==> config.mk <==
export PLATFORM = sky130hd
export DESIGN_NAME = game_state_ctrl
export DESIGN_NICKNAME = d
export VERILOG_FILES = /design/src/rtl/game_state_ctrl.sv
export SDC_FILE = /design/constraint.sdc
export NUM_CORES = 1
export LEC_CHECK = 0
export ABC_AREA = 1
export CAP_MARGIN = 15
export CORE_MARGIN = 5
export CORE_UTILIZATION = 42
export CTS_CLUSTER_DIAMETER = 60
export DETAILED_ROUTE_END_ITERATION = 10
export PLACE_DENSITY = 0.77
export SYNTH_ARGS = -nofsm -noshare
export SYNTH_HDL_FRONTEND = slang
export SYNTH_SLANG_ARGS = --single-unit
==> constraint.sdc <==
create_clock -name CLOCK_50 -period 1.1 [get_ports CLOCK_50]
set_input_delay 0.11 -clock CLOCK_50 [delete_from_list [all_inputs] [get_ports CLOCK_50]]
set_output_delay 0.11 -clock CLOCK_50 [all_outputs]
set_load 0.01 [all_outputs]
==> src/rtl/game_state_ctrl.sv <==
// Game round sequencer: IDLE -> PLAY -> DYING/WIN -> GAMEOVER, with lives and round restarts.
// State, lives and the round_reset/new_game pulses are registered and change one clock after their trigger.
module game_state_ctrl #(
  parameter logic [9:0] TOTAL_PILLS  = 10'd244,
  parameter logic [1:0] START_LIVES  = 2'd3,
  parameter logic [7:0] DEATH_FRAMES = 8'd60
) (
  input  logic       CLOCK_50,
  input  logic       reset,
  input  logic       start,
  input  logic       frame_tick,
  input  logic [3:0] collision_type,
  input  logic [9:0] pill_count,
  output logic [2:0] state,
  output logic [1:0] lives,
  output logic       play_enable,
  output logic       round_reset,
  output logic       new_game
);

  typedef enum logic [2:0] {
    IDLE     = 3'd0,
    PLAY     = 3'd1,
    DYING    = 3'd2,
    WIN      = 3'd3,
    GAMEOVER = 3'd4
  } state_t;

  localparam logic [3:0] COLL_GHOST = 4'b0100;
  localparam logic [7:0] DEATH_LAST = DEATH_FRAMES - 8'd1;

  state_t     state_q, state_nxt;
  logic [1:0] lives_q, lives_nxt;
  logic       round_reset_q, round_reset_nxt;
  logic       new_game_q, new_game_nxt;
  logic [7:0] death_cnt_q;

  logic       start_s1_q, start_s2_q, start_prev_q;
  logic [1:0] sync_fill_q;
  logic       start_armed_q;
  logic       start_rise;

  // The synchronizer only reflects the real button once refilled after reset; a press
  // counts only after a genuine low has been seen, so a button held through reset is ignored.
  always_ff @(posedge CLOCK_50) begin
    if (reset) begin
      start_s1_q    <= 1'b0;
      start_s2_q    <= 1'b0;
      start_prev_q  <= 1'b0;
      sync_fill_q   <= 2'b00;
      start_armed_q <= 1'b0;
    end else begin
      start_s1_q    <= start;
      start_s2_q    <= start_s1_q;
      start_prev_q  <= start_s2_q;
      sync_fill_q   <= {sync_fill_q[0], 1'b1};
      start_armed_q <= start_armed_q | (sync_fill_q[1] & ~start_s2_q);
    end
  end

  assign start_rise = start_s2_q & ~start_prev_q & start_armed_q;

  always_comb begin
    state_nxt       = state_q;
    lives_nxt       = lives_q;
    round_reset_nxt = 1'b0;
    new_game_nxt    = 1'b0;
    case (state_q)
      IDLE: begin
        if (start_rise) begin
          state_nxt       = PLAY;
          lives_nxt       = START_LIVES;
          round_reset_nxt = 1'b1;
          new_game_nxt    = 1'b1;
        end
      end
      PLAY: begin
        if (pill_count >= TOTAL_PILLS)
          state_nxt = WIN;
        else if (collision_type == COLL_GHOST)
          state_nxt = DYING;
      end
      DYING: begin
        if (frame_tick && (death_cnt_q == DEATH_LAST)) begin
          if (lives_q <= 2'd1) begin
            state_nxt = GAMEOVER;
            lives_nxt = 2'd0;
          end else begin
            state_nxt       = PLAY;
            lives_nxt       = lives_q - 2'd1;
            round_reset_nxt = 1'b1;
          end
        end
      end
      WIN, GAMEOVER: begin
        if (start_rise)
          state_nxt = IDLE;
      end
      default: state_nxt = IDLE;
    endcase
  end

  always_ff @(posedge CLOCK_50) begin
    if (reset) begin
      state_q       <= IDLE;
      lives_q       <= 2'd0;
      round_reset_q <= 1'b0;
      new_game_q    <= 1'b0;
      death_cnt_q   <= 8'd0;
    end else begin
      state_q       <= state_nxt;
      lives_q       <= lives_nxt;
      round_reset_q <= round_reset_nxt;
      new_game_q    <= new_game_nxt;
      // Held at zero outside DYING so every death starts counting from zero.
      if (state_q != DYING)
        death_cnt_q <= 8'd0;
      else if (frame_tick)
        death_cnt_q <= death_cnt_q + 8'd1;
    end
  end

  assign state       = state_q;
  assign lives       = lives_q;
  assign play_enable = (state_q == PLAY);
  assign round_reset = round_reset_q;
  assign new_game    = new_game_q;

endmodule

# Yosys cells after proc, flatten, opt, wreduce, memory -nomap -nowiden
# Index checks and enable logic that the tools add are counted.
word_totals:
  regBits: 21
  in_bits: 18
  output_inout_bits: 8
  elab_cells: 57
classes:
  n_addsub: 2
  order_cmp: 2
  n_eq_ne: 11
  mux: 16
  bitwise_logic: 7
  reduce_logical: 8
op_table:
  columns: ["op", "count"]
  rows:
  - ["3-bit 2-to-1 mux", 6]
  - ["3-bit one-hot mux with 4 select lines", 1]
  - ["10-bit by 8-bit greater-or-equal comparator with 1-bit output, second input constant", 1]
  - ["8-bit by 1-bit adder with 8-bit output, second input constant", 1]
  - ["8-bit by 6-bit equality test with 1-bit output, second input constant", 1]
  - ["3-bit by 2-bit equality test with 1-bit output, second input constant", 2]
  - ["2-bit 2-to-1 mux", 3]
  - ["2-bit inequality test, second input constant", 3]
  - ["2-bit OR reduction", 3]
  - ["4-bit by 3-bit equality test with 1-bit output, second input constant", 1]
  - ["1-bit 2-to-1 mux", 4]
  - ["2-bit one-hot mux with 2 select lines", 1]
  - ["4-bit AND reduction", 1]
  - ["1-bit AND", 3]
  - ["3-bit by 1-bit equality test with 1-bit output, second input constant", 1]
  - ["3-bit equality test, second input constant", 1]
  - ["3-bit logical NOT", 1]
  - ["3-bit by 1-bit inequality test with 1-bit output, second input constant", 1]
  - ["3-bit by 2-bit inequality test with 1-bit output, second input constant", 1]
  - ["1-bit inverter", 3]
  - ["3-bit AND reduction", 1]
  - ["2-bit by 1-bit less-or-equal comparator with 1-bit output, second input constant", 1]
  - ["1-bit one-hot mux with 2 select lines", 1]
  - ["2-bit nonzero test", 1]
  - ["other kinds (3)", 3]

# Logic depth before layout (Yosys ltp)
depth:
  ltp_word: 5
  depth_mapped: 10
  ltp_nobuf: 10

# Least setup slack after synthesis
# No wires, ideal clock.
synth_path:
  path_type: "reg2reg"
  start: "register state_q[0] (netlist: state[0])"
  end: "register state_q[2] (netlist: state[2])"
  setup_ps: 113
  arrival_ps: 1155
  required_ps: 987
  setup_slack_ps: -167
  path_stages_with_launch: 8
  n_path_buf: 0
  synth_period_minus_slack_ps: 1267
  cell_sequence: "dfxtp_1 -> inv_1 -> nor3_2 -> nand2_1 -> nor2_2 -> nor2_2 -> nor2_1 -> nor2_1"
synth_between:
  word_cells_on_any_way: 12
  classes_between: "eq/ne (8); mux (1); reduce/logical (3)"
synth_lines:
  columns: ["item", "line", "text"]
  rows:
  - ["start: declaration", "32", "state_t state_q, state_nxt;"]
  - ["start signal: assignment", "111", "state_q <= state_nxt;"]
  - ["3-bit by 1-bit equality test with 1-bit output *", null, null]
  - ["net play_enable", "16", "output logic play_enable,"]
  - ["3-bit by 1-bit inequality test with 1-bit output (no line)", null, null]
  - ["4-bit AND reduction (no line)", null, null]
# The timed path passes the listed nets; every way through them passes the cells marked *.
# A chain may end at the register's enable or synchronous reset.

# Worst setup path after layout
layout_path:
  start: "register state_q[1] (netlist: state[1])"
  end: "register state_q[2] (netlist: state[2])"
layout_between:
  elab_chain_cells: 4
  word_cells_on_any_way: 12
  classes_between: "eq/ne (8); mux (1); reduce/logical (3)"
layout_rtl:
  columns: ["item", "line", "text"]
  rows:
  - ["3-bit by 2-bit equality test with 1-bit output / 3-bit equality test (equally long branches)", "68", "case (state_q)"]
  - ["2-bit OR reduction", "68", null]
  - ["2-bit inequality test (no line)", null, null]
  - ["4-bit AND reduction (no line)", null, null]
# Parallel ways exist; a longest one is shown, timed or not.

==> impl_metrics.py <==
metrics = {
    "global_route": {
        "busiest_layer": "met2",
        "grt_overflow_total": 0,
        "antenna_found_initial": 0,
        "grt_pass1_vias": 1026,
        "grt_max_degree": 14,
        "met2_usage_pct": 30.0,
        "grt_pass1_wl_um": 4300,
        "grt_usage_pct": 16.5,
        "use_met1_pct": 18.4,
        "grt_util_met3_pct": 3.07,
    },
    "sta": {
        "worst_pin_slew_ns": 0.317,
        "fmaxAchievable_mhz": 773,
        "hold_slack_ns": 0.303,
        "hold_viol_final": 0,
        "setup_slack_ns": -0.193,
        "fin_skew_ns": 0.00274,
        "slew-limit-headroom_pct": 78.8,
        "setup_violations": 16,
        "period_needed_ns": 1.29,
        "fin_tns_setup_ns": -1.75,
        "post-route-period-util_pct": 118,
        "grt_setup_unrepaired": "yes",
        "slew_violations": 0,
    },
    "finish": {
        "register_area_um2": 437,
        "nFillCells": 145,
        "multi_input_area_um2": 652,
        "antenna_cells": 0,
        "most-common-layout-cells": "buf_4 (25), nor2_1 (18), nand2_1 (17), clkdlybuf4s50_1 (15), inv_1 (14)",
        "nNetsFinal": 211,
        "area_delta_synth_final_pct": 73.2,
        "layout_commonest_cell": "buf_4",
        "fin_cells": 219,
        "drive_gt1_share_pct": 48.2,
    },
    "place": {
        "portBuffers": 23,
        "dp.cells": 208,
        "gp_congestion": 0.901,
        "dp_hpwl_um": 2000,
    },
    "hold_path": {
        "hold_path.class": "input port to register",
    },
    "yosys": {
        "syn_area_per_cell_um2": 7.26,
        "synth_nets": 154,
        "synthCells": 135,
        "ys_ff_latch": 21,
        "netlist_area_um2": 980,
        "synth_cell_types": 25,
        "ys_seq_area_share_pct": 42.9,
        "ys_warn_count": 0,
    },
    "setup_path": {
        "end_kind": "register",
        "start_kind": "register",
        "arrival_ns": 1.54,
        "cp_max_fo": 4,
        "path_class": "register to register",
        "required_ns": 1.35,
    },
    "route": {
        "wl_per_cell_um": 14.1,
        "drtIter0Drc": 36,
        "drc_errors": 0,
        "wl_um": 3080,
        "detail-route-antenna-nets": 0,
        "dr.pass1.iters": 4,
        "vias": 1099,
        "via_per_inst": 5.02,
    },
    "floorplanning": {
        "fp.dieH_um": 58.3,
        "die-width_um": 58.3,
        "die_area_mm2": 0.00340,
        "initial_utilization_pct": 44.3,
        "io_pins": 26,
        "design.core.area_mm2": 0.00221,
        "rows": 17,
    },
    "clock_tree": {
        "clkSinkCount": 21,
        "htree_num_levels": 1,
        "cts_tree": "yes",
        "cts-root-buf": "clkbuf_4",
        "cts_hold_buf": 0,
        "cts_buffers": 3,
        "clockBufferDepth": 2,
        "path_clk_slew_ns": 0.12,
        "clk-insertion-delay-late_ns": 0.31,
    },
    "power_and_ir_drop": {
        "p_per_area_mw_per_mm2": 1540,
        "p_leak_nw": 0.725,
        "ir_worst_vdd_v": 0.00129,
        "power_mw": 2.62,
    },
    "status": {
        "violations": "negative setup slack",
        "status": "complete, but fails checks",
    },
    "job": {
        "maxCapViolCount": 0,
    },
}
[state kept, by name (all words and copies together) (netlist names), 2 cells and up]
register	count
state	3
lives	2
sync_fill_q	2
death_cnt_q	8
[synthesized netlist by cell type]
library cell  number  area share (%)
or2_2              1            0.64
xnor2_1            2             1.8
nor2_1            26              10
inv_2              4             1.5
nand3_2            2             2.0
nor2_2             4             2.6
inv_1             17             6.5
dfxtp_1           21              43
nor3_2             2             2.0
o21ai_0            3             1.5
xor2_1             1            0.89
nand4_1            2             1.3
nand3_1            8             4.1
a31oi_1            2             1.3
nor2_4             2             2.3
a21oi_1            5             2.6
nand2_2            4             2.6
o21ai_1            1            0.51
clkbuf_1           1            0.38
nand2_1           20             7.7
nor3b_1            1            0.77
ha_1               1             1.3
and3_1             1            0.64
nor3_1             3             1.5
a211oi_1           1            0.77
[cell type report]
cell class	count	share of cell area, %
well taps	28	2.06
clock inverters	1	0.369
flip-flops and latches	21	25.7
inverters	21	4.79
repair buffers	53	27.3
multi-input cells	92	38.4
clock buffers	3	1.33
[through the flow]
step           util (%)  area, um^2  setup WS [ns]
2_1_floorplan         -        1010        -0.0678
3_3_place_gp       65.4        1450         -0.331
3_5_place_dp       65.4        1450         -0.399
4_1_cts            70.2        1550         -0.187
5_1_grt            76.7        1700         -0.266
6_report           76.7        1700         -0.193
[per-layer routing]
metal,up-vias,share of wire [%]
li1,539,-
met1,522,38
met2,28,55
met3,10,3.9
met4,0,3.1
met5,-,0
[cells by family (layout without fill, tap and decap cells)]
logic type	after synthesis	in the layout	synth area share, %
buf+inv	22	78	8.43
simple gates	76	76	38.1
xor+xnor	3	3	2.68
compound gates	12	12	6.64
flops	21	21	42.9
fa+ha+maj	1	1	1.28
[report_power, final]
group	total [mW]	switching [mW]	internal (mW)
registers	0.911	0.0778	0.833
logic	1.31	0.688	0.624
clock network	0.395	0.254	0.141
[worst paths after layout]
path | slack (ns) | depth (start not counted) | start | endpoint
max | -0.19 | 9 | state[1]$_SDFFE_PP0P_ | state[2]$_SDFFE_PP0P_
min | 0.30 | 3 | start | start_s1_q$_SDFF_PP0_
max reg2reg | -0.19 | 9 | state[1]$_SDFFE_PP0P_ | state[2]$_SDFFE_PP0P_
min reg2reg | 0.41 | 2 | start_s1_q$_SDFF_PP0_ | start_s2_q$_SDFF_PP0_
[worst max-delay path, stage by stage (launching register included)]
cell and delay, ns:
dfxtp_2 0.39, buf_6 0.12, inv_1 0.07, nor2_4 0.19, nand2_4 0.09, nand2_1 0.09, inv_2 0.05, nand3_1 0.07
nand2_1 0.05, nor2_1 0.11
[repair_timing]
item	in CTS	in global routing
pin swaps	18	16
setup buffers	5	2
endpoints found under the setup margin	18	19
hold endpoints to repair	0	0
gates resized for setup	37	34
No activity file was read; power rests on OpenSTA's default activity.
